### src/rtl/button_pkg.sv
// Shared types and defaults for the button bank.
package button_pkg;

  // Per-channel debounce state.
  typedef enum logic [1:0] {
    LOW      = 2'd0,
    DEB_HIGH = 2'd1,
    HIGH     = 2'd2,
    DEB_LOW  = 2'd3
  } btn_state_t;

  localparam int DEF_N               = 4;
  localparam int DEF_DEBOUNCE_CYCLES = 16;
  localparam int DEF_HOLD_CYCLES     = 1000;

  // Bits needed to hold values 0..max_val, never less than one bit.
  function automatic int cnt_width(input int max_val);
    return (max_val < 1) ? 1 : $clog2(max_val + 1);
  endfunction

endpackage

### src/rtl/button_channel.sv
// One debounced button channel: 2-flop synchroniser, 4-state debounce FSM,
// press/release pulses, toggle latch and, with BUTTON_BANK_HOLD_EN defined,
// a saturating long-press counter.
module button_channel
  import button_pkg::*;
#(
  parameter int DEBOUNCE_CYCLES = DEF_DEBOUNCE_CYCLES,
  parameter int HOLD_CYCLES     = DEF_HOLD_CYCLES
) (
  input  logic clk,
  input  logic rst_n,
  input  logic button_raw,
  input  logic clear_toggle,
  output logic level,
  output logic press_pulse,
  output logic release_pulse,
  output logic toggle,
  output logic hold_pulse
);

  localparam int             CW       = cnt_width(DEBOUNCE_CYCLES);
  localparam logic [CW-1:0]  CNT_LAST = CW'(DEBOUNCE_CYCLES - 1);

  if (DEBOUNCE_CYCLES < 1) begin : g_bad_deb
    $error("DEBOUNCE_CYCLES must be >= 1");
  end
  if (HOLD_CYCLES < 1) begin : g_bad_hold
    $error("HOLD_CYCLES must be >= 1");
  end

  logic          meta, sync;
  btn_state_t    state_q, state_d;
  logic [CW-1:0] cnt_q, cnt_d;
  logic          level_q, level_d;
  logic          press_q, press_d;
  logic          release_q, release_d;
  logic          toggle_q, toggle_d;

  // Two-flop synchroniser; only sync feeds the FSM.
  always_ff @(posedge clk or negedge rst_n) begin
    if (!rst_n) begin
      meta <= 1'b0;
      sync <= 1'b0;
    end else begin
      meta <= button_raw;
      sync <= meta;
    end
  end

  // FSM and output registers.
  always_ff @(posedge clk or negedge rst_n) begin
    if (!rst_n) begin
      state_q   <= LOW;
      cnt_q     <= '0;
      level_q   <= 1'b0;
      press_q   <= 1'b0;
      release_q <= 1'b0;
      toggle_q  <= 1'b0;
    end else begin
      state_q   <= state_d;
      cnt_q     <= cnt_d;
      level_q   <= level_d;
      press_q   <= press_d;
      release_q <= release_d;
      toggle_q  <= toggle_d;
    end
  end

  // Next-state: count consecutive opposite samples, commit at DEBOUNCE_CYCLES.
  always_comb begin
    state_d   = state_q;
    cnt_d     = cnt_q;
    level_d   = level_q;
    press_d   = 1'b0;
    release_d = 1'b0;
    case (state_q)
      LOW: if (sync) begin
        if (DEBOUNCE_CYCLES == 1) begin
          state_d = HIGH;
          cnt_d   = '0;
          level_d = 1'b1;
          press_d = 1'b1;
        end else begin
          state_d = DEB_HIGH;
          cnt_d   = CW'(1);
        end
      end
      DEB_HIGH: begin
        if (!sync) begin
          state_d = LOW;
          cnt_d   = '0;
        end else if (cnt_q == CNT_LAST) begin
          state_d = HIGH;
          cnt_d   = '0;
          level_d = 1'b1;
          press_d = 1'b1;
        end else begin
          cnt_d = cnt_q + CW'(1);
        end
      end
      HIGH: if (!sync) begin
        if (DEBOUNCE_CYCLES == 1) begin
          state_d   = LOW;
          cnt_d     = '0;
          level_d   = 1'b0;
          release_d = 1'b1;
        end else begin
          state_d = DEB_LOW;
          cnt_d   = CW'(1);
        end
      end
      DEB_LOW: begin
        if (sync) begin
          state_d = HIGH;
          cnt_d   = '0;
        end else if (cnt_q == CNT_LAST) begin
          state_d   = LOW;
          cnt_d     = '0;
          level_d   = 1'b0;
          release_d = 1'b1;
        end else begin
          cnt_d = cnt_q + CW'(1);
        end
      end
      default: begin
        state_d = LOW;
        cnt_d   = '0;
      end
    endcase
    // Clear beats a coincident press.
    toggle_d = clear_toggle ? 1'b0 : (press_d ? ~toggle_q : toggle_q);
  end

  assign level         = level_q;
  assign press_pulse   = press_q;
  assign release_pulse = release_q;
  assign toggle        = toggle_q;

`ifdef BUTTON_BANK_HOLD_EN
  localparam int             HW        = cnt_width(HOLD_CYCLES);
  localparam logic [HW-1:0]  HOLD_LAST = HW'(HOLD_CYCLES - 1);
  localparam logic [HW-1:0]  HOLD_MAX  = HW'(HOLD_CYCLES);

  logic [HW-1:0] hold_cnt_q;
  logic          hold_q;

  // Long-press counter: runs while accepted level is high, saturates so the
  // pulse fires once, and is held at zero in LOW so each press starts fresh.
  always_ff @(posedge clk or negedge rst_n) begin
    if (!rst_n) begin
      hold_cnt_q <= '0;
      hold_q     <= 1'b0;
    end else begin
      hold_q <= 1'b0;
      if (state_q == HIGH || state_q == DEB_LOW) begin
        if (hold_cnt_q != HOLD_MAX) begin
          hold_cnt_q <= hold_cnt_q + HW'(1);
          hold_q     <= (hold_cnt_q == HOLD_LAST);
        end
      end else if (state_q == LOW) begin
        hold_cnt_q <= '0;
      end
    end
  end

  assign hold_pulse = hold_q;
`else
  assign hold_pulse = 1'b0;
`endif

endmodule

### src/rtl/button_bank.sv
// Bank of N independent debounced button channels.
// Optional long-press detection: define BUTTON_BANK_HOLD_EN.
module button_bank
  import button_pkg::*;
#(
  parameter int N               = DEF_N,
  parameter int DEBOUNCE_CYCLES = DEF_DEBOUNCE_CYCLES,
  parameter int HOLD_CYCLES     = DEF_HOLD_CYCLES
) (
  input  logic         clk,
  input  logic         rst_n,
  input  logic [N-1:0] buttons_raw,
  input  logic [N-1:0] clear_toggle,
  output logic [N-1:0] level,
  output logic [N-1:0] press_pulse,
  output logic [N-1:0] release_pulse,
  output logic [N-1:0] toggle,
  output logic [N-1:0] hold_pulse
);

  // One channel instance per button; no shared state between channels.
  for (genvar i = 0; i < N; i++) begin : g_ch
    button_channel #(
      .DEBOUNCE_CYCLES(DEBOUNCE_CYCLES),
      .HOLD_CYCLES    (HOLD_CYCLES)
    ) u_ch (
      .clk          (clk),
      .rst_n        (rst_n),
      .button_raw   (buttons_raw[i]),
      .clear_toggle (clear_toggle[i]),
      .level        (level[i]),
      .press_pulse  (press_pulse[i]),
      .release_pulse(release_pulse[i]),
      .toggle       (toggle[i]),
      .hold_pulse   (hold_pulse[i])
    );
  end

endmodule

### config.mk
export PLATFORM = sky130hd
export DESIGN_NAME = button_bank
export DESIGN_NICKNAME = d
export VERILOG_FILES = /design/src/rtl/button_pkg.sv /design/src/rtl/button_channel.sv /design/src/rtl/button_bank.sv
export SDC_FILE = /design/constraint.sdc
export NUM_CORES = 1
export LEC_CHECK = 0
export CORE_ASPECT_RATIO = 2
export CORE_MARGIN = 4
export CORE_UTILIZATION = 25
export DETAILED_ROUTE_END_ITERATION = 10
export DONT_BUFFER_PORTS = 1
export GPL_TIMING_DRIVEN = 0
export HOLD_SLACK_MARGIN = 0.02
export PLACE_DENSITY_LB_ADDON = 0.15
export SLEW_MARGIN = 5
export SYNTH_ARGS = -nofsm -noshare
export SYNTH_HDL_FRONTEND = slang
export SYNTH_SLANG_ARGS = --single-unit
### constraint.sdc
create_clock -name clk -period 2.8 [get_ports clk]
set_input_delay 0.14 -clock clk [delete_from_list [all_inputs] [get_ports clk]]
set_output_delay 0.14 -clock clk [all_outputs]
set_load 0.1 [all_outputs]
==> results.md, run 1 <==
- Outcome: complete, no violations
- Clk_skew: 0.00637 ns
- Cell Area, Synth: 0.00234 sq mm
- Share of cells above drive strength 1: 0.172
- Cell count after synthesis: 212
- Slew Viols, Final: 0
- WP data required: 2.98 ns
- Worst Setup SP: g_ch[1].u_ch.cnt_q[0]
- Util after Layout: 0.301
- Number of placed instances, taps included: 317
- Pwr Density: 560 mW/mm^2
- Vias in the first global route: 1576
- Fill cells: 940
- Setup_tns: 0 ns
- Max stage delay cell, worst path: dfrtp_1
- Synth-to-Final Area Change: 16.6%
- Sequential area share after synthesis: 0.555
- Sink Count: 52
- CP Cell Sequence: ha_1 -> and4b_1 -> buf_2 -> nand2_1 -> mux2_2
- Later-pin clock latency in the skew report: 0.29 ns
- CP max FO: 6
- Die width: 76.5 microns
- Gr usage total: 0.0851
- Vias: 1474
- Yosys cell types: 33
- Placer Congestion: 0.710
- Leakage: 1.26 nW
- Non-Filler Instances: 334
- Most common cell after layout, fill and taps aside: dfrtp_1
- Core region area: 0.00907 sq mm
- Reg2reg setup slack: 1.23 ns
- Crit path buf inv count: 1
- Final setup viols: 0
- Largest net degree at the start of global routing: 53
- Clock share of power: 0.386
- Layout Nets: 246
- Reg2reg path depth: 5
- Die area: 0.0111 sq mm
- WS Path Type: reg -> reg
- Hold WS: 0.350 ns
- CTS Hold Bufs: 10
- CTS max path bufs: 2
- Reg power frac: 0.527
- CTS Buf Count: 5
- Cell count along the critical path: 5
- Post-Route WL: 4200 microns
- Total power: 1.53 mW
- Crit end category: register
- Global route overflow: 0
- Port Buffers: 0
- Unrepaired setup endpoints after global routing: no
- WL per Instance: 12.6 microns
- Commonest non-fill, non-tap cells in the layout: 52 x dfrtp_1, 20 x buf_4, 19 x o21ai_0
- First-pass GRT wire length: 7590 microns
- MaxCap Viol Count: 0
- Rows: 49
- CP arrival: 1.75 ns
- Synth Register Bits: 52
- Setup repair bufs after CTS: 0
- HPWL after DPL: 2930 microns
- Switching part of the total: 0.245
- Final Hold Vio Count: 0
- Max Fclk: 635 MHz
- Clock root cell: clkbuf_16
- TritonRoute pass-1 iters: 4
- Hold/Removal Path Class: in -> async
- Die Y: 145 microns
- H-tree levels: 2
- Syn avg cell area: 11.1 sq um
- Final worst path period need: 1.57 ns
- Sw power: 374 uW
- Cell family with most CP delay: flip-flops
- Initial Util: 0.258
- N_diodes: 0
- Critical path's largest stage delay: 0.42 ns
- DRT iter0 DRCs: 87
- DRC: 0
- Antenna viol nets, final: 0
- Startpoint Class: register
- Resized cells post-CTS: 0
- Peak supply drop: 0.319 mV
- Combinational Power Share: 0.087
- CTS tree: built
- CTS clk-pin slew, worst paths: 0.07 ns
- Via/cell ratio: 4.41
- Num ports: 30
- Reg2reg start: g_ch[1].u_ch.cnt_q[0]
- Synth warn: 0
- Period utilization: 0.562
- Initial antenna violation count: 0
- P_int: 1.16 mW
power groups by stage:
stage               Sequential [mW]  Combinational [mW]  Clock (mW)
floorplan                     0.814              0.0918           0
global placement              0.822               0.104           0
detailed placement            0.822               0.105           0
CTS                           0.807               0.137       0.622
global route                  0.812               0.153       0.649
finish                        0.807               0.133       0.591
area by class of cell:
| cell class | instances | area [sq um] | share of cell area |
|---|---|---|---|
| Sequential cell | 52 | 1300 | 0.476 |
| Multi-Input combinational cell | 132 | 857 | 0.313 |
| Buffer | 27 | 183 | 0.0668 |
| Clock buffer | 6 | 129 | 0.0471 |
| Tap cell | 102 | 128 | 0.0467 |
| Timing Repair Buffer | 10 | 118 | 0.0430 |
| Inverter | 4 | 15.0 | 0.00549 |
| Clock inverter | 1 | 5.00 | 0.00183 |
sequential cells by signal, summed over array words and instances, names as in the netlist, named ones only:
signal,flops
g_ch.u_ch.cnt_q,20
g_ch.u_ch.level,4
g_ch.u_ch.meta,4
g_ch.u_ch.press_pulse,4
g_ch.u_ch.release_pulse,4
g_ch.u_ch.state_q,4
g_ch.u_ch.sync,4
g_ch.u_ch.toggle,4
metrics by stage:
step,cell area [sq um],setup slack [ns]
3_3_place_gp,2480,1.22
5_1_grt,2740,1.04
2_1_floorplan,2360,1.35
6_report,2740,1.23
4_1_cts,2740,1.22
3_5_place_dp,2480,1.24
synthesized netlist by cell type, drive strengths merged:
library cell / instances / area [sq um]
a21o: 1 / 7.51
a21oi: 9 / 45.0
a22o: 2 / 17.5
a31o: 1 / 8.76
a31oi: 3 / 18.8
and2: 4 / 25.0
and2b: 1 / 8.76
and4: 1 / 8.76
and4b: 3 / 30.0
buf: 25 / 175
clkbuf: 2 / 7.51
conb: 1 / 3.75
dfrtp: 52 / 1300
ha: 4 / 50.1
inv: 4 / 15.0
mux2: 3 / 33.8
nand2: 13 / 48.8
nand2b: 2 / 12.5
nand3: 18 / 103
nand4b: 2 / 17.5
nor2: 10 / 37.5
nor3: 3 / 15.0
nor3b: 5 / 37.5
nor4: 1 / 21.3
o211ai: 1 / 7.51
o21a: 4 / 30.0
o21ai: 19 / 95.1
o21bai: 2 / 15.0
xnor2: 7 / 61.3
xor2: 9 / 86.3
logic make-up (layout without fill, tap and decap cells):
kind of cell | after synthesis | after routing | share of synthesized area
xor gates and xnor gates | 16 | 16 | 0.0630
muxes | 3 | 3 | 0.0144
AOI/OAI and AO/OA | 42 | 42 | 0.105
and+or+nand+nor | 63 | 63 | 0.156
adders and majority gates | 4 | 4 | 0.0213
other | 1 | 4 | 0.00160
buffers and inverters | 31 | 48 | 0.0843
DFF | 52 | 52 | 0.555
per-layer routing:
metal,GRT usage,vias up,wire length [microns]
met4,0.0436,0,108
met1,0.0888,707,1660
li1,-,740,-
met2,0.155,21,2300
met5,0,-,0
met3,0.0211,6,128
worst max-delay path by stage:
| stage | endpoint | slack (ns) |
|---|---|---|
| 6_report | register | 1.23 |
| 3_5_place_dp | g_ch[2].u_ch.state_q[0] | 1.24 |
| 3_3_place_gp | g_ch[2].u_ch.state_q[0] | 1.22 |
| 2_1_floorplan | register | 1.35 |
| 4_1_cts | register | 1.22 |
| 5_1_grt | g_ch[2].u_ch.level | 1.04 |
Note: power is estimated with default switching activity, not from simulation.
==> run 2, diff against run 1 <==
--- a/config.mk
+++ b/config.mk
@@ -5,6 +5,7 @@
 export SDC_FILE = /design/constraint.sdc
 export NUM_CORES = 1
 export LEC_CHECK = 0
+export ABC_AREA = 1
 export CORE_ASPECT_RATIO = 2
 export CORE_MARGIN = 4
 export CORE_UTILIZATION = 25
==> constraint.sdc (replaced) <==
create_clock -name clk -period 1.37 [get_ports clk]
set_input_delay 0.0685 -clock clk [delete_from_list [all_inputs] [get_ports clk]]
set_output_delay 0.0685 -clock clk [all_outputs]
set_load 0.1 [all_outputs]
==> run 2 against run 1 <==
Effect of this change:
- total power is 140% higher
- wire length is 6.1% higher
- cell area is 5.4% higher
- clock power is 140% higher
- sequential share of layout area is 2.4 points lower
- register-to-register slack worse by 1.1 ns
- largest cell class unchanged
- largest power group unchanged
- highest routed layer unchanged
==> results.md, run 2 <==
- Outcome: complete, no violations
- Initial antenna violation count: 0
- Global route overflow: 0
- Layout Nets: 310
- WS Path Type: reg -> reg
- Final Hold Vio Count: 0
- Critical path's largest stage delay: 0.39 ns
- Synth top area share: 0.544
- MaxCap Viol Count: 0
- Synth area leaders: dfrtp_1 54%, nand2_1 11%, inv_1 6.6%
- Yosys top cell by area: dfrtp_1
- Rows: 50
- Num ports: 30
- CTS Buf Count: 5
- Max reg flops: 20
- Largest net degree at the start of global routing: 53
- Reg2reg start: g_ch[1].u_ch.cnt_q[0]
- Most common cell after layout, fill and taps aside: nand2_1
- Max Fclk: 778 MHz
- Commonest non-fill, non-tap cells in the layout: 67 x nand2_1, 52 x dfrtp_1, 42 x inv_1
- Cell Area, Synth: 0.00239 sq mm
- CTS clk-pin slew, worst paths: 0.07 ns
- Placer Congestion: 0.761
- DRT iter0 DRCs: 47
- Yosys cell types: 25
- FF+latch area: 0.00130 sq mm
- Hold/Removal Path Class: in -> async
- CP Cell Sequence: ha_2 -> nand4_4 -> nor2_2 -> inv_2 -> nand3_1 -> nand2_1
- Final worst path period need: 1.29 ns
- CTS tree: built
- Sequential area share after synthesis: 0.544
- Pwr Density: 1270 mW/mm^2
- Syn avg cell area: 8.83 sq um
- Die area: 0.0113 sq mm
- Multi-input gate area in the final layout: 812 sq um
- Clk_skew: 0.00629 ns
- Crit end category: register
- Period utilization: 0.938
- Max stage delay cell, worst path: dfrtp_1
- Post-Route WL: 4450 microns
- Later-pin clock latency in the skew report: 0.29 ns
- Commonest cells in the netlist: 68 x nand2_1, 52 x dfrtp_1, 42 x inv_1
- DRC: 0
- FFs w/ async S/R, synth: 1.00
- Slew Viols, Final: 0
- Cell count after synthesis: 271
- Startpoint Class: register
- Cell family with most CP delay: simple AND/OR/NAND/NOR gates
- Synth Flop Type: dfrtp_1
- Top reg by flops: g_ch.u_ch.cnt_q
- Post-synth EDFFs: 0
- Die width: 77.2 microns
- Gr usage total: 0.0856
- First-pass GRT wire length: 7700 microns
- WL per Instance: 11.1 microns
- Port Buffers: 0
- Antenna viol nets, final: 0
- WP data required: 1.55 ns
- Synth Register Bits: 52
- Vias: 1671
- HPWL after DPL: 3160 microns
- Share of cells above drive strength 1: 0.172
- Worst Setup SP: g_ch[1].u_ch.cnt_q[0]
- Vias in the first global route: 1651
- Leakage: 1.53 nW
- Setup_tns: 0 ns
- Via/cell ratio: 4.17
- Clock root cell: clkbuf_16
- Crit path buf inv count: 1
- Peak supply drop: 0.640 mV
- H-tree levels: 2
- Util after Layout: 0.307
- Synth-to-Final Area Change: 20.5%
- CP arrival: 1.47 ns
- Sink Count: 52
- N_diodes: 0
- Synth warn: 0
- TritonRoute pass-1 iters: 4
- CP max FO: 5
- Initial Util: 0.255
- Core region area: 0.00938 sq mm
- CTS max path bufs: 2
- Die Y: 146 microns
- Unrepaired setup endpoints after global routing: yes
- Final setup viols: 0
- Most frequent cell after synthesis: nand2_1
- Fill cells: 1007
run 2: cell types whose count changed after synthesis, sizes merged, moves of 5 or more:
cell	before	now
inv	4	44
xor2	9	3
o21ai	19	13
nand2	13	72
nor3b	5	0
nand3	18	26
nor2	10	20
run 2: stage by stage:
| stage | power, mW | cell area (sq um) | hold slack, ns | std cells | setup slack (ns) |
|---|---|---|---|---|---|
| after floorplan | 2.09 | 2400 | -0.227 | 274 | 0.195 |
| after global placement | 2.19 | 2530 | -0.225 | 378 | 0.0304 |
| after detailed placement | 2.19 | 2530 | -0.225 | 378 | 0.0258 |
| after CTS | 3.71 | 2820 | 0.294 | 396 | 0.0128 |
| after global routing | 3.90 | 2880 | 0.313 | 401 | -0.0291 |
| final | 3.67 | 2880 | 0.280 | 401 | 0.0846 |
run 2: routing by layer:
layer	up-vias	share of wire	track usage	routed length (microns)
li1	858	-	-	-
met1	775	0.38	0.0906	1680
met2	27	0.55	0.154	2460
met3	11	0.031	0.0154	139
met4	0	0.037	0.0508	166
met5	-	0	0	0
run 2: layout make-up:
class / count / area share
sequential: 52 / 0.451
multi-input combinational: 157 / 0.282
inverter: 44 / 0.0573
timing repair buffer: 15 / 0.0538
buffer: 21 / 0.0538
tap: 104 / 0.0451
clock buffer: 6 / 0.0447
clock inverter: 2 / 0.0122
run 2: what timing repair did:
action,in CTS,in global routing
hold buffers,10,0
resized for setup,0,8
endpoints found under the setup margin,0,14
hold endpoints to repair,60,0
buffers inserted,0,5
run 2: power breakdown:
part / switching [mW] / total, mW / internal (mW)
logic: 0.326 / 0.515 / 0.189
registers: 0.104 / 1.74 / 1.63
clock network: 0.555 / 1.42 / 0.861
run 2: cells by family (layout without fill, tap and decap cells):
logic type                 after synthesis  after routing  share of synthesized area
muxes                                    1              1                    0.00418
DFF                                     52             52                      0.544
other                                    1              4                    0.00157
buffers and inverters                   65             88                      0.134
adders and majority gates                4              4                     0.0209
and+or+nand+nor                        120            120                      0.223
xor gates and xnor gates                 6              6                     0.0220
AOI/OAI and AO/OA                       22             22                     0.0502
run 2: worst paths after layout:
path,end,slack (ns),cells past startpoint
min,g_ch[3].u_ch.release_pulse,0.28,2
max in group asynchronous,g_ch[2].u_ch.cnt_q[3],0.83,2
max,g_ch[1].u_ch.toggle,0.08,6
min reg2reg,g_ch[1].u_ch.sync,0.35,0
max reg2reg,g_ch[1].u_ch.toggle,0.08,6
min in group clk,g_ch[0].u_ch.meta,0.33,1
run 2: worst reg2reg max path: cells and delay by family (launching register included):
family                     cells  cell delay [ns]
and+or+nand+nor                4             0.47
buffers and inverters          1             0.07
DFF                            1             0.39
adders and majority gates      1             0.25
==> run 3, diff against run 2 <==
--- a/config.mk
+++ b/config.mk
@@ -6,6 +6,7 @@
 export NUM_CORES = 1
 export LEC_CHECK = 0
 export ABC_AREA = 1
+export ABC_CLOCK_PERIOD_IN_PS = 1370
 export CORE_ASPECT_RATIO = 2
 export CORE_MARGIN = 4
 export CORE_UTILIZATION = 25
@@ -14,6 +15,7 @@
 export GPL_TIMING_DRIVEN = 0
 export HOLD_SLACK_MARGIN = 0.02
 export PLACE_DENSITY_LB_ADDON = 0.15
+export REMOVE_ABC_BUFFERS = 1
 export SLEW_MARGIN = 5
 export SYNTH_ARGS = -nofsm -noshare
 export SYNTH_HDL_FRONTEND = slang
==> run 3 against run 2 <==
Effect of this change:
- clock skew increased by 0.0022 ns
- sequential power about the same
- hold slack improved by 0.016 ns
- setup slack got worse by 0.029 ns
- fmax decreased by 2.2%
- cell count decreased by 4.7%
- register-to-register slack got worse by 0.03 ns
- global-route usage decreased by 0.064 points
- critical path depth decreased by 6
- clock power decreased by 9%
- largest cell class unchanged
- highest routed layer unchanged
==> results.md, run 3 (synthesis gave the netlist of run 2 again) <==
- Crit end category: primary output
- Startpoint Class: register
- Via/cell ratio: 4.19
- CTS Buf Count: 5
- Rows: 50
- Num ports: 30
- Hold/Removal Path Class: in -> async
- Most common cell after layout, fill and taps aside: nand2_1
- Final setup viols: 0
- Slew Limit Headroom: 0.383
- Commonest non-fill, non-tap cells in the layout: 67 x nand2_1, 48 x dfrtp_1, 42 x inv_1
- Layout Nets: 291
- DRC: 0
- First-pass GRT wire length: 7320 microns
- Antenna viol nets, final: 0
- Cell area after layout: 0.00274 sq mm
- Initial antenna violation count: 0
- CP max FO: 3
- Peak supply drop: 0.717 mV
- Slew Viols, Final: 0
- CTS tree: built
- Port Buffers: 0
- DP Area: 0.00238 sq mm
- Post-Route WL: 4530 microns
- WL per Instance: 11.9 microns
- Max reg flops: 20
- N_diodes: 0
- Gr usage total: 0.0849
- Sink Count: 52
- Synth-to-Final Area Change: 14.4%
- Top reg by flops: g_ch.u_ch.cnt_q
- MaxCap Viol Count: 0
- Util after Layout: 0.292
- Share of cells above drive strength 1: 0.129
- CTS max path bufs: 2
- Pwr Density: 1290 mW/mm^2
- Leakage: 1.41 nW
- Vias in the first global route: 1521
- Clock root cell: clkbuf_16
- Final WS setup: 0.0552 ns
- Largest net degree at the start of global routing: 53
- Final worst path period need: 1.31 ns
- Die area: 0.0113 sq mm
- Core region area: 0.00938 sq mm
- Max Fclk: 761 MHz
- CTS clk-pin slew, worst paths: 0.06 ns
- Die Y: 146 microns
- Unrepaired setup endpoints after global routing: yes
- Outcome: complete, no violations
- CP arrival: 1.25 ns
- Period utilization: 0.960
- DRT iter0 DRCs: 28
- Fill cells: 984
- TritonRoute pass-1 iters: 4
- HPWL after DPL: 3180 microns
- Placer Congestion: 0.759
- H-tree levels: 2
- Clk_skew: 0.00853 ns
- Worst-Margin Slew: 0.925 ns
- WS Path Type: reg -> out
- DP Worst Slack: 0.0110 ns
- Die width: 77.2 microns
- Later-pin clock latency in the skew report: 0.30 ns
- Global route overflow: 0
- Vias: 1602
- Initial Util: 0.255
- WP data required: 1.30 ns
- Final Hold Vio Count: 0
[run 3: cell count changes in the layout (fill, tap and decap cells not counted), sizes merged]
cell	before	now
buf	27	8
bufinv	1	0
clkbuf	6	8
clkinv	1	0
[run 3: timing repair]
action	in CTS	in global routing
hold buffers	10	0
setup buffers	1	6
hold endpoints to repair	60	0
endpoints found under the setup margin	1	15
resized for setup	0	14
pin swaps	0	4
[run 3: report_power, final]
| part | switching, mW | leakage (nW) | total, mW | internal (mW) |
|---|---|---|---|---|
| clock network | 0.555 | 0.0712 | 1.29 | 0.731 |
| registers | 0.107 | 0.678 | 1.74 | 1.63 |
| logic | 0.320 | 0.665 | 0.497 | 0.177 |
| total | 0.982 | 1.41 | 3.52 | 2.54 |
[run 3: cell type report]
cell class	count	area [sq um]	share of cell area
Clock buffer	8	146	0.0535
Inverter	44	165	0.0603
Multi-Input combinational cell	157	820	0.299
Sequential cell	52	1310	0.477
Tap cell	104	130	0.0475
Timing Repair Buffer	17	170	0.0622
[run 3: worst paths after layout]
path,start,to,slack [ns],cells after the start
setup / recovery,g_ch[1].u_ch.toggle,toggle[1],0.06,0
hold reg to reg,g_ch[1].u_ch.meta,g_ch[1].u_ch.sync,0.35,0
max in group asynchronous,rst_n,g_ch[0].u_ch.toggle,0.82,2
setup reg to reg,g_ch[0].u_ch.cnt_q[0],g_ch[0].u_ch.toggle,0.06,8
hold / removal,rst_n,g_ch[3].u_ch.press_pulse,0.30,2
min in group clk,buttons_raw[2],g_ch[2].u_ch.meta,0.33,1
[run 3: metal layers]
metal  track usage  wire (microns)
met2         0.152            2510
met1        0.0847            1700
met5             0               0
met3        0.0222             177
met4        0.0544             145
[run 3: stage by stage]
stage	hold WS (ns)	setup TNS [ns]	total power [mW]	cells
2_1_floorplan	-0.227	0	2.08	253
3_5_place_dp	-0.224	0	2.18	357
5_1_grt	0.334	-0.0184	3.74	382
4_1_cts	0.315	0	3.58	376
6_report	0.296	0	3.52	382
3_3_place_gp	-0.224	-0.00109	2.18	357
[run 3: worst reg2reg max path, delay by kind of cell (launching register included)]
kind	cells	cell delay (ns)
flops	1	0.37
simple gates	5	0.46
buf+inv	2	0.20
fa+ha+maj	1	0.21
